### src/rtl/raycast_pkg.sv
// Shared raycaster constants: screen geometry, colours, renderer state encoding.
package raycast_pkg;

    localparam int SCREEN_W     = 160;
    localparam int SCREEN_H     = 120;
    localparam int CALC_TIMEOUT = 255;

    localparam logic [2:0] CEIL_COLOUR  = 3'b001;
    localparam logic [2:0] WALL_COLOUR  = 3'b111;
    localparam logic [2:0] FLOOR_COLOUR = 3'b010;

    typedef logic [2:0] state_t;

    localparam state_t S_IDLE = 3'd0;
    localparam state_t S_REQ  = 3'd1;
    localparam state_t S_WAIT = 3'd2;
    localparam state_t S_SPAN = 3'd3;
    localparam state_t S_DRAW = 3'd4;
    localparam state_t S_NEXT = 3'd5;

endpackage

### src/rtl/slice_span_calc.sv
// Slice height -> vertical wall span [top, bot). Height is clamped to the
// screen so the span never wraps; an odd leftover row lands on the floor side.
module slice_span_calc
    import raycast_pkg::*;
(
    input  logic [6:0] i_h,
    output logic [7:0] o_top,
    output logic [7:0] o_bot
);

    localparam logic [7:0] H8 = 8'(SCREEN_H);

    logic [7:0] w_h;
    logic [7:0] w_hc;

    assign w_h   = {1'b0, i_h};
    assign w_hc  = (w_h > H8) ? H8 : w_h;
    assign o_top = (H8 - w_hc) >> 1;
    assign o_bot = o_top + w_hc;

endmodule

### src/rtl/slice_column_renderer.sv
// Per-frame column sweep: requests one slice height per column from
// find_slice_height, then plots the column top to bottom (ceiling/wall/floor).
//
//   state  | meaning
//   S_IDLE | waiting for start_frame
//   S_REQ  | one-cycle begin_calc, clear timeout counter
//   S_WAIT | wait for end_calc or timeout, latch height
//   S_SPAN | span derived from latched height, row cleared
//   S_DRAW | one pixel per cycle, rows 0..SCREEN_H-1
//   S_NEXT | advance column or finish frame
module slice_column_renderer
    import raycast_pkg::*;
(
    input  logic       clock,
    input  logic       resetn,
    input  logic       start_frame,
    input  logic [6:0] slice_size,
    input  logic       end_calc,
    output logic       begin_calc,
    output logic [7:0] column_count,
    output logic [7:0] vga_x,
    output logic [6:0] vga_y,
    output logic [2:0] vga_colour,
    output logic       vga_plot,
    output logic       busy,
    output logic       frame_done
);

    localparam logic [7:0] COL_LAST = 8'(SCREEN_W - 1);
    localparam logic [6:0] ROW_LAST = 7'(SCREEN_H - 1);
    localparam logic [7:0] TMO_TC   = 8'(CALC_TIMEOUT);

    state_t     r_state;
    state_t     w_state_nxt;
    logic [7:0] r_column;
    logic [6:0] r_row;
    logic [7:0] r_tmo;
    logic [6:0] r_h;
    logic [7:0] r_vga_x;
    logic [2:0] r_colour;
    logic       r_plot;
    logic       r_begin;
    logic       r_busy;
    logic       r_done;

    logic [7:0] w_tmo_inc;
    logic       w_tmo_hit;
    logic       w_col_last;
    logic [7:0] w_top;
    logic [7:0] w_bot;
    logic [7:0] w_row_show;
    logic [2:0] w_colour_nxt;
    logic       w_plot_nxt;
    logic       w_begin_nxt;
    logic       w_busy_nxt;
    logic       w_done_nxt;

    assign w_tmo_inc  = r_tmo + 8'd1;
    assign w_tmo_hit  = (w_tmo_inc == TMO_TC);
    assign w_col_last = (r_column == COL_LAST);

    slice_span_calc u_span (
        .i_h   (r_h),
        .o_top (w_top),
        .o_bot (w_bot)
    );

    // State register
    always_ff @(posedge clock or negedge resetn) begin
        if (!resetn) r_state <= S_IDLE;
        else         r_state <= w_state_nxt;
    end

    // Next-state decode; end_calc beats a timeout landing on the same edge
    always_comb begin
        w_state_nxt = r_state;
        case (r_state)
            S_IDLE: if (start_frame) w_state_nxt = S_REQ;
            S_REQ:  w_state_nxt = S_WAIT;
            S_WAIT: if (end_calc || w_tmo_hit) w_state_nxt = S_SPAN;
            S_SPAN: w_state_nxt = S_DRAW;
            S_DRAW: if (r_row == ROW_LAST) w_state_nxt = S_NEXT;
            S_NEXT: w_state_nxt = w_col_last ? S_IDLE : S_REQ;
            default: w_state_nxt = S_IDLE;
        endcase
    end

    // Output decode from the next state so the registered outputs line up with the state
    always_comb begin
        w_row_show   = (r_state == S_DRAW) ? ({1'b0, r_row} + 8'd1) : 8'd0;
        w_colour_nxt = FLOOR_COLOUR;
        if (w_row_show < w_top)      w_colour_nxt = CEIL_COLOUR;
        else if (w_row_show < w_bot) w_colour_nxt = WALL_COLOUR;
        w_plot_nxt  = (w_state_nxt == S_DRAW);
        w_begin_nxt = (w_state_nxt == S_REQ);
        w_busy_nxt  = (w_state_nxt != S_IDLE);
        w_done_nxt  = (r_state == S_NEXT) && w_col_last;
    end

    // Output registers; pixel fields only load when the next cycle is a plot
    always_ff @(posedge clock or negedge resetn) begin
        if (!resetn) begin
            r_vga_x  <= 8'd0;
            r_colour <= 3'd0;
            r_plot   <= 1'b0;
            r_begin  <= 1'b0;
            r_busy   <= 1'b0;
            r_done   <= 1'b0;
        end else begin
            if (w_plot_nxt) begin
                r_vga_x  <= r_column;
                r_colour <= w_colour_nxt;
            end
            r_plot  <= w_plot_nxt;
            r_begin <= w_begin_nxt;
            r_busy  <= w_busy_nxt;
            r_done  <= w_done_nxt;
        end
    end

    // Column, row, timeout and height datapath
    always_ff @(posedge clock or negedge resetn) begin
        if (!resetn) begin
            r_column <= 8'd0;
            r_row    <= 7'd0;
            r_tmo    <= 8'd0;
            r_h      <= 7'd0;
        end else begin
            case (r_state)
                S_IDLE: if (start_frame) r_column <= 8'd0;
                S_REQ:  r_tmo <= 8'd0;
                S_WAIT: begin
                    if (end_calc)       r_h <= slice_size;
                    else if (w_tmo_hit) r_h <= 7'd0;
                    else                r_tmo <= w_tmo_inc;
                end
                S_SPAN: r_row <= 7'd0;
                S_DRAW: r_row <= (r_row == ROW_LAST) ? 7'd0 : r_row + 7'd1;
                S_NEXT: r_column <= w_col_last ? 8'd0 : r_column + 8'd1;
                default: ;
            endcase
        end
    end

    assign begin_calc   = r_begin;
    assign column_count = r_column;
    assign vga_x        = r_vga_x;
    assign vga_y        = r_row;
    assign vga_colour   = r_colour;
    assign vga_plot     = r_plot;
    assign busy         = r_busy;
    assign frame_done   = r_done;

endmodule

### config.mk
export PLATFORM = sky130hd
export DESIGN_NAME = slice_column_renderer
export DESIGN_NICKNAME = d
export VERILOG_FILES = /design/src/rtl/raycast_pkg.sv /design/src/rtl/slice_span_calc.sv /design/src/rtl/slice_column_renderer.sv
export SDC_FILE = /design/constraint.sdc
export NUM_CORES = 1
export LEC_CHECK = 0
export BUFFER_PORTS_ARGS = -buffer_cell sky130_fd_sc_hd__buf_2
export CAP_MARGIN = 20
export CORE_UTILIZATION = 25
export DETAILED_ROUTE_END_ITERATION = 8
export SYNTH_ARGS = -nofsm -noshare
export SYNTH_HDL_FRONTEND = slang
export SYNTH_SLANG_ARGS = --single-unit
export TNS_END_PERCENT = 5
### constraint.sdc
create_clock -name clock -period 4.6 [get_ports clock]
set_input_delay 0.69 -clock clock [delete_from_list [all_inputs] [get_ports clock]]
set_output_delay 0.69 -clock clock [all_outputs]
set_load 0.01 [all_outputs]
======== Word level (Yosys, flattened, before mapping) ========
Index checks and enable logic that the tools add are counted.
storage, ports and cells
  flip-flop bits (word level) ............. 48
  bits in latches ......................... 0
  bits in writable memories ............... 0
  memory bits (read-only) ................. 0
  bits of input ports ..................... 11
  output and inout port bits .............. 30
  logic and storage cells ................. 63
  memories ................................ 0
operators by class
  add/subtract/negate cells ............... 6
  multipliers ............................. 0
  divide/modulo/power cells ............... 0
  magnitude comparators ................... 3
  equality and inequality tests ........... 13
  shift-type cells ........................ 0
  multiplexer cells ....................... 19
  bitwise operators ....................... 0
  reduce and logical (&&, ||, !) cells .... 11
operators by type and width
  cell                                                                    count
  8-bit 2-to-1 mux                                                        5
  8-bit case mux with 2 select lines                                      2
  7-bit 2-to-1 mux                                                        4
  3-bit case mux with 6 select lines                                      1
  8-bit by 1-bit adder with 8-bit output (second input constant)          2
  8-bit equality test (second input constant)                             2
  3-bit 2-to-1 mux                                                        5
  7-bit case mux with 2 select lines                                      1
  3-bit equality test (second input constant)                             3
  7-bit by 1-bit adder with 8-bit output (second input constant)          1
  7-bit by 8-bit adder with 8-bit output                                  1
  8-bit by 7-bit less-than comparator with 1-bit output                   1
  8-bit less-than comparator                                              1
  2-bit nonzero test                                                      4
  7-bit by 8-bit subtractor with 8-bit output (first input constant)      1
  7-bit by 1-bit adder with 7-bit output (second input constant)          1
  7-bit equality test (second input constant)                             1
  7-bit greater-than comparator (second input constant)                   1
  3-bit by 1-bit equality test with 1-bit output (second input constant)  2
  3-bit by 2-bit equality test with 1-bit output (second input constant)  2
  2-bit inequality test (second input constant)                           3
  2-bit AND reduction                                                     2
  3-bit logical NOT                                                       1
  3-bit AND reduction                                                     1
  other kinds (4)                                                         4

======== Logic depth before layout (Yosys ltp) ========
  word-level depth ........................ 7
  depth in mapped cells ................... 19
  depth with buffers taken out ............ 17

======== Cells and area by module ========
Synthesis repeated with hierarchy kept, for this count alone.
unflattened totals
  cells, all modules ...................... 355
  area total of the unflattened synthesis .. 3294.4 µm²
modules (own cells, without submodules)
  module                 instances  cells an instance  area an instance (µm²)  sequential area each (µm²)
  slice_column_renderer  1          293                2834.0                  1201.2
  slice_span_calc        1          62                 460.4                   0.0

======== Worst setup path before layout ========
OpenSTA, ideal clock, no wires.
  path kind ............................... register to register
  start ................................... reg r_h[4]
  end ..................................... reg r_colour[2] (netlist: vga_colour[2])
  setup time .............................. 0.067 ns
  arrival ................................. 3.323 ns
  required time ........................... 4.533 ns
  slack ................................... 1.210 ns
  cell stages (with the launch flop) ...... 20
  path buffers ............................ 2
  period minus slack after synthesis ...... 3.390 ns
  cell sequence ........................... dfrtp_1 -> buf_2 -> nand4_2 -> nand2_1 -> ha_1 -> buf_2 -> nand2_1 -> nand2_1 -> xnor2_1 -> ha_1 -> a41o_1 -> a21o_1 -> o21a_1 -> o31ai_1 -> ha_1 -> a21oi_1 -> nand2b_1 -> a21oi_1 -> nand4b_1 -> o2111a_1
between the ends
  cells in the longest elaborated chain, start to end .. 7
  elaborated cells between the ends (all ways) .. 8
  classes of those cells .................. 2 x add/sub; 3 x order compare; 3 x mux
ends and longest elaborated chain
  element                                      line                          text
  start, declared                              slice_column_renderer.sv:38   logic [6:0] r_h;
  start signal, assigned                       slice_column_renderer.sv:133  if (end_calc) r_h <= slice_size;
  7-bit greater-than comparator                slice_span_calc.sv:17         assign w_hc = (w_h > H8) ? H8 : w_h;
  7-bit 2-to-1 mux (*)                         slice_span_calc.sv:17
  7-bit by 8-bit subtractor with 8-bit output  slice_span_calc.sv:18         assign o_top = (H8 - w_hc) >> 1;
  7-bit by 8-bit adder with 8-bit output       slice_span_calc.sv:19         assign o_bot = o_top + w_hc;
  8-bit less-than comparator                   slice_column_renderer.sv:93   else if (w_row_show < w_bot) w_colour_nxt = WALL_COLOUR;
  3-bit 2-to-1 mux                             slice_column_renderer.sv:93
  3-bit 2-to-1 mux (*)                         slice_column_renderer.sv:92   if (w_row_show < w_top) w_colour_nxt = CEIL_COLOUR;
  end signal, assigned                         slice_column_renderer.sv:112  r_colour <= w_colour_nxt;
  end, declared                                slice_column_renderer.sv:40   logic [2:0] r_colour;
Mark *: on every way between the ends. The rest lies on a longest branch, timed or not.
A chain may end at the register's enable or synchronous reset.

======== Final worst setup path ========
  start ................................... reg r_h[3]
  end ..................................... reg r_colour[2] (netlist: vga_colour[2])
Same word-level chain as after synthesis.

==> out/qor.csv <==
stage;metric;value;unit
logic_synthesis;synth-compound-area-share;20.0;%
worst_setup_path;required;4.83;ns
route;drt-initial-drc-count;102;
logic_synthesis;yosysTopAreaCell;dfrtp_1;
cells_and_area;fillers;1310;
cells_and_area;nets;406;
sta;post-route-min-period;3.93;ns
floorplanning;die_area;0.0132;mm2
clock_tree;cts_sinks;48;
sta;holdWs;0.484;ns
route;wire_per_inst;13.3;um
sta;maxSlewHeadroom;56.5;%
sta;finalHoldViolCount;0;
logic_synthesis;synthAdderAreaFrac;9.04;%
clock_tree;clk_latency;0.29;ns
sta;tns;0;ns
sta;max_freq;255;MHz
clock_tree;root_buffer;clkbuf_16;
logic_synthesis;ys_seq_elements;48;
floorplanning;rows;40;
sta;setup_violations;0;
floorplanning;start_util;26.1;%
logic_synthesis;syn_inst;342;
floorplanning;core-area;0.0122;mm2
route;dr_total_vias;2618;
logic_synthesis;avgSynthCellArea;9.31;um2
logic_synthesis;yosysWarnings;0;
route;ant_nets;0;
route;drc;0;
placement;dp_hpwl;5450;um
grt;grt_use_total;12.1;%
grt;grt_pass1_wl;12900;um
route;dr.pass1.iters;4;
route;viasPerCell;4.84;
sta;min_period_over_period;85.4;%
floorplanning;dieWidth;115;um
logic_synthesis;yosysMostFrequentCell;dfrtp_1;
worst_setup_path;cpLargestDelayFamily;compound AO/OA/AOI/OAI gates;
clock_tree;cts_buffers;5;
logic_synthesis;yosysSeqAreaShare;37.7;%
logic_synthesis;synth_edf_count;0;
logic_synthesis;synth_top_area_share;37.7;%
power;ir_worst_vdd;287;uV
worst_setup_path;cp.buffers_inverters;0;
clock_tree;clk_pin_slew;0.07;ns
power;p_leak;1.71;nW
worst_setup_path;crit_fanout;11;
logic_synthesis;synthTopCellsByArea;dfrtp_1 38%, ha_1 9.0%, o21ai_0 4.9%, mux2_2 2.8%, nand2_1 2.7%;
logic_synthesis;muxShareOfSynthArea;4.91;%
worst_setup_path;worstPathArrival;4.16;ns
logic_synthesis;synth_flop_cell;dfrtp_1;
worst_setup_path;worstPathCellList;nand4_2, nand2_1, ha_1, nand2_1, nand2_1, xnor2_1, ha_1, a41o_1, a21o_1, o31ai_1, o31ai_1, ha_1, a21oi_1, nand2b_1, a21oi_1, nand4b_1, o2111a_1;
clock_tree;cts_hold_buf;0;
flow_run;maxCapViolations;0;
clock_tree;h-tree-depth;2;
floorplanning;dieHeight;115;um
grt;gr-total-overflow;0;
outcome;outcome;finished clean;
logic_synthesis;synth_top_family_by_area;compound AO/OA/AOI/OAI gates;
logic_synthesis;yosys.area_share.simple;18.5;%
clock_tree;cts-resized-gates;0;
cells_and_area;antenna_cells;0;
worst_setup_path;end_kind;flop;
sta;finClkSkew;0.00574;ns
floorplanning;ios;41;
worst_setup_path;startpoint_type;flop;
power;power_frac_comb;55.0;%
cells_and_area;finalInstanceArea;0.00367;mm2
power;p_per_area;662;mW/mm2
power;switching_share;43.6;%
clock_tree;cts_tree;yes;
grt;antenna_found_initial;0;
worst_setup_path;crit_type;flop to flop;
sta;rsz0062_at_grt;no;
power;internal_power;1.37;mW
clock_tree;post_cts_buffers;0;
grt;grt_max_degree;49;
power;p_total;2.43;mW
placement;place_congestion;0.908;
logic_synthesis;async_reset_ff_share;100;%
worst_setup_path;slowest_delay;0.59;ns
cells_and_area;layout-drive-gt1-share;18.5;%
logic_synthesis;syn_area;0.00318;mm2
route;finalWirelength;7200;um
sta;worst_pin_slew;0.653;ns
logic_synthesis;yosys.cell_types.count;62;
placement;place_area;0.00350;mm2
power;seq_power_share;27.6;%
logic_synthesis;synthesis.nets;376;
placement;io_buffers;40;
worst_hold_path;min_path_type;flop to flop;
grt;grt_pass1_vias;2639;
worst_setup_path;crit_slowest_cell;dfrtp_1;
logic_synthesis;synthTopCellsByCount;48 x dfrtp_1, 31 x o21ai_0, 23 x ha_1, 23 x nand2_1, 22 x inv_1;
sta;slew_viol_final;0;
cells_and_area;area_growth;15.4;%
logic_synthesis;synth_xor_area_share;3.85;%
clock_tree;cts.path.max_buffers;2;
power;clockPowerShare;17.4;%
power;p_sw;1.06;mW
final cells by class:
| type | count | area (um2) | area share (%) |
|---|---|---|---|
| Inverter | 22 | 82.6 | 2.25 |
| Timing Repair Buffer | 41 | 208 | 5.65 |
| Clock inverter | 3 | 46.3 | 1.26 |
| Clock buffer | 5 | 125 | 3.41 |
| Tap cell | 168 | 210 | 5.72 |
| Sequential cell | 48 | 1200 | 32.7 |
| Multi-Input combinational cell | 254 | 1800 | 49.0 |
kinds of logic (layout without fill, tap and decap cells):
family	count (synthesis)	after routing
and+or+nand+nor	105	105
adders and majority gates	23	23
other	2	2
buffers and inverters	40	71
xor gates and xnor gates	14	14
AOI/OAI and AO/OA	96	96
muxes	14	14
DFF	48	48
metal layers:
layer  up-vias  track usage [%]  wire length, um
met5         -                0                0
met4         0             3.55              100
met3        13             2.69              340
met2        70             17.8             2980
met1      1238             17.7             3780
li1       1297                -                -
power groups by stage:
stage	combinational (mW)	sequential, mW	clock (mW)
finish	1.34	0.672	0.424
global placement	1.30	0.672	0
CTS	1.34	0.672	0.433
detailed placement	1.33	0.679	0
floorplan	1.10	0.623	0
global route	1.53	0.698	0.449
cells in the final DEF, fill, tap and decap left out, types with 5 or more instances in the layout:
cell,netlist,routed
o21a_1,5,5
nor3_1,8,8
mux2_2,8,8
clkbuf_16,0,5
a21oi_1,11,11
inv_1,22,22
ha_1,23,23
o21ai_0,31,31
o31ai_1,6,6
xor2_1,5,5
a31oi_1,8,8
nand2_1,23,23
nand3_1,13,13
nor2_1,15,15
dfrtp_1,48,48
a22oi_1,7,7
buf_2,8,40
xnor2_1,9,9
a22o_1,6,6
nand2b_1,7,7
nor2b_1,5,5
sequential cells by signal (all words and copies together), names as in the netlist:
signal / count
vga_y: 7
begin_calc: 1
frame_done: 1
r_h: 7
vga_plot: 1
busy: 1
vga_x: 8
r_tmo: 8
vga_colour: 3
column_count: 8
r_state: 3
worst paths after layout:
| check | from | end | slack (ns) | cells past startpoint |
|---|---|---|---|---|
| worst max-delay path | r_h[3]$_DFFE_PN0P_ | vga_colour[2]$_DFFE_PN0P_ | 0.67 | 17 |
| worst min-delay path | vga_x[7]$_DFFE_PN0P_ | vga_x[7]$_DFFE_PN0P_ | 0.48 | 1 |
| worst max register to register | r_h[3]$_DFFE_PN0P_ | vga_colour[2]$_DFFE_PN0P_ | 0.67 | 17 |
| worst min register to register | vga_x[7]$_DFFE_PN0P_ | vga_x[7]$_DFFE_PN0P_ | 0.48 | 1 |
| max in group asynchronous | resetn | r_h[4]$_DFFE_PN0P_ | 3.69 | 2 |
| min in group asynchronous | resetn | frame_done$_DFF_PN0_ | 0.49 | 2 |
stage by stage:
step	util, %	setup slack, ns	instances
3_3_place_gp	28.7	0.876	533
2_1_floorplan	-	1.21	342
3_5_place_dp	28.7	0.762	533
6_report	30.1	0.673	541
4_1_cts	30.1	0.719	541
5_1_grt	30.1	0.282	541
No activity file was read; power rests on OpenSTA's default activity.
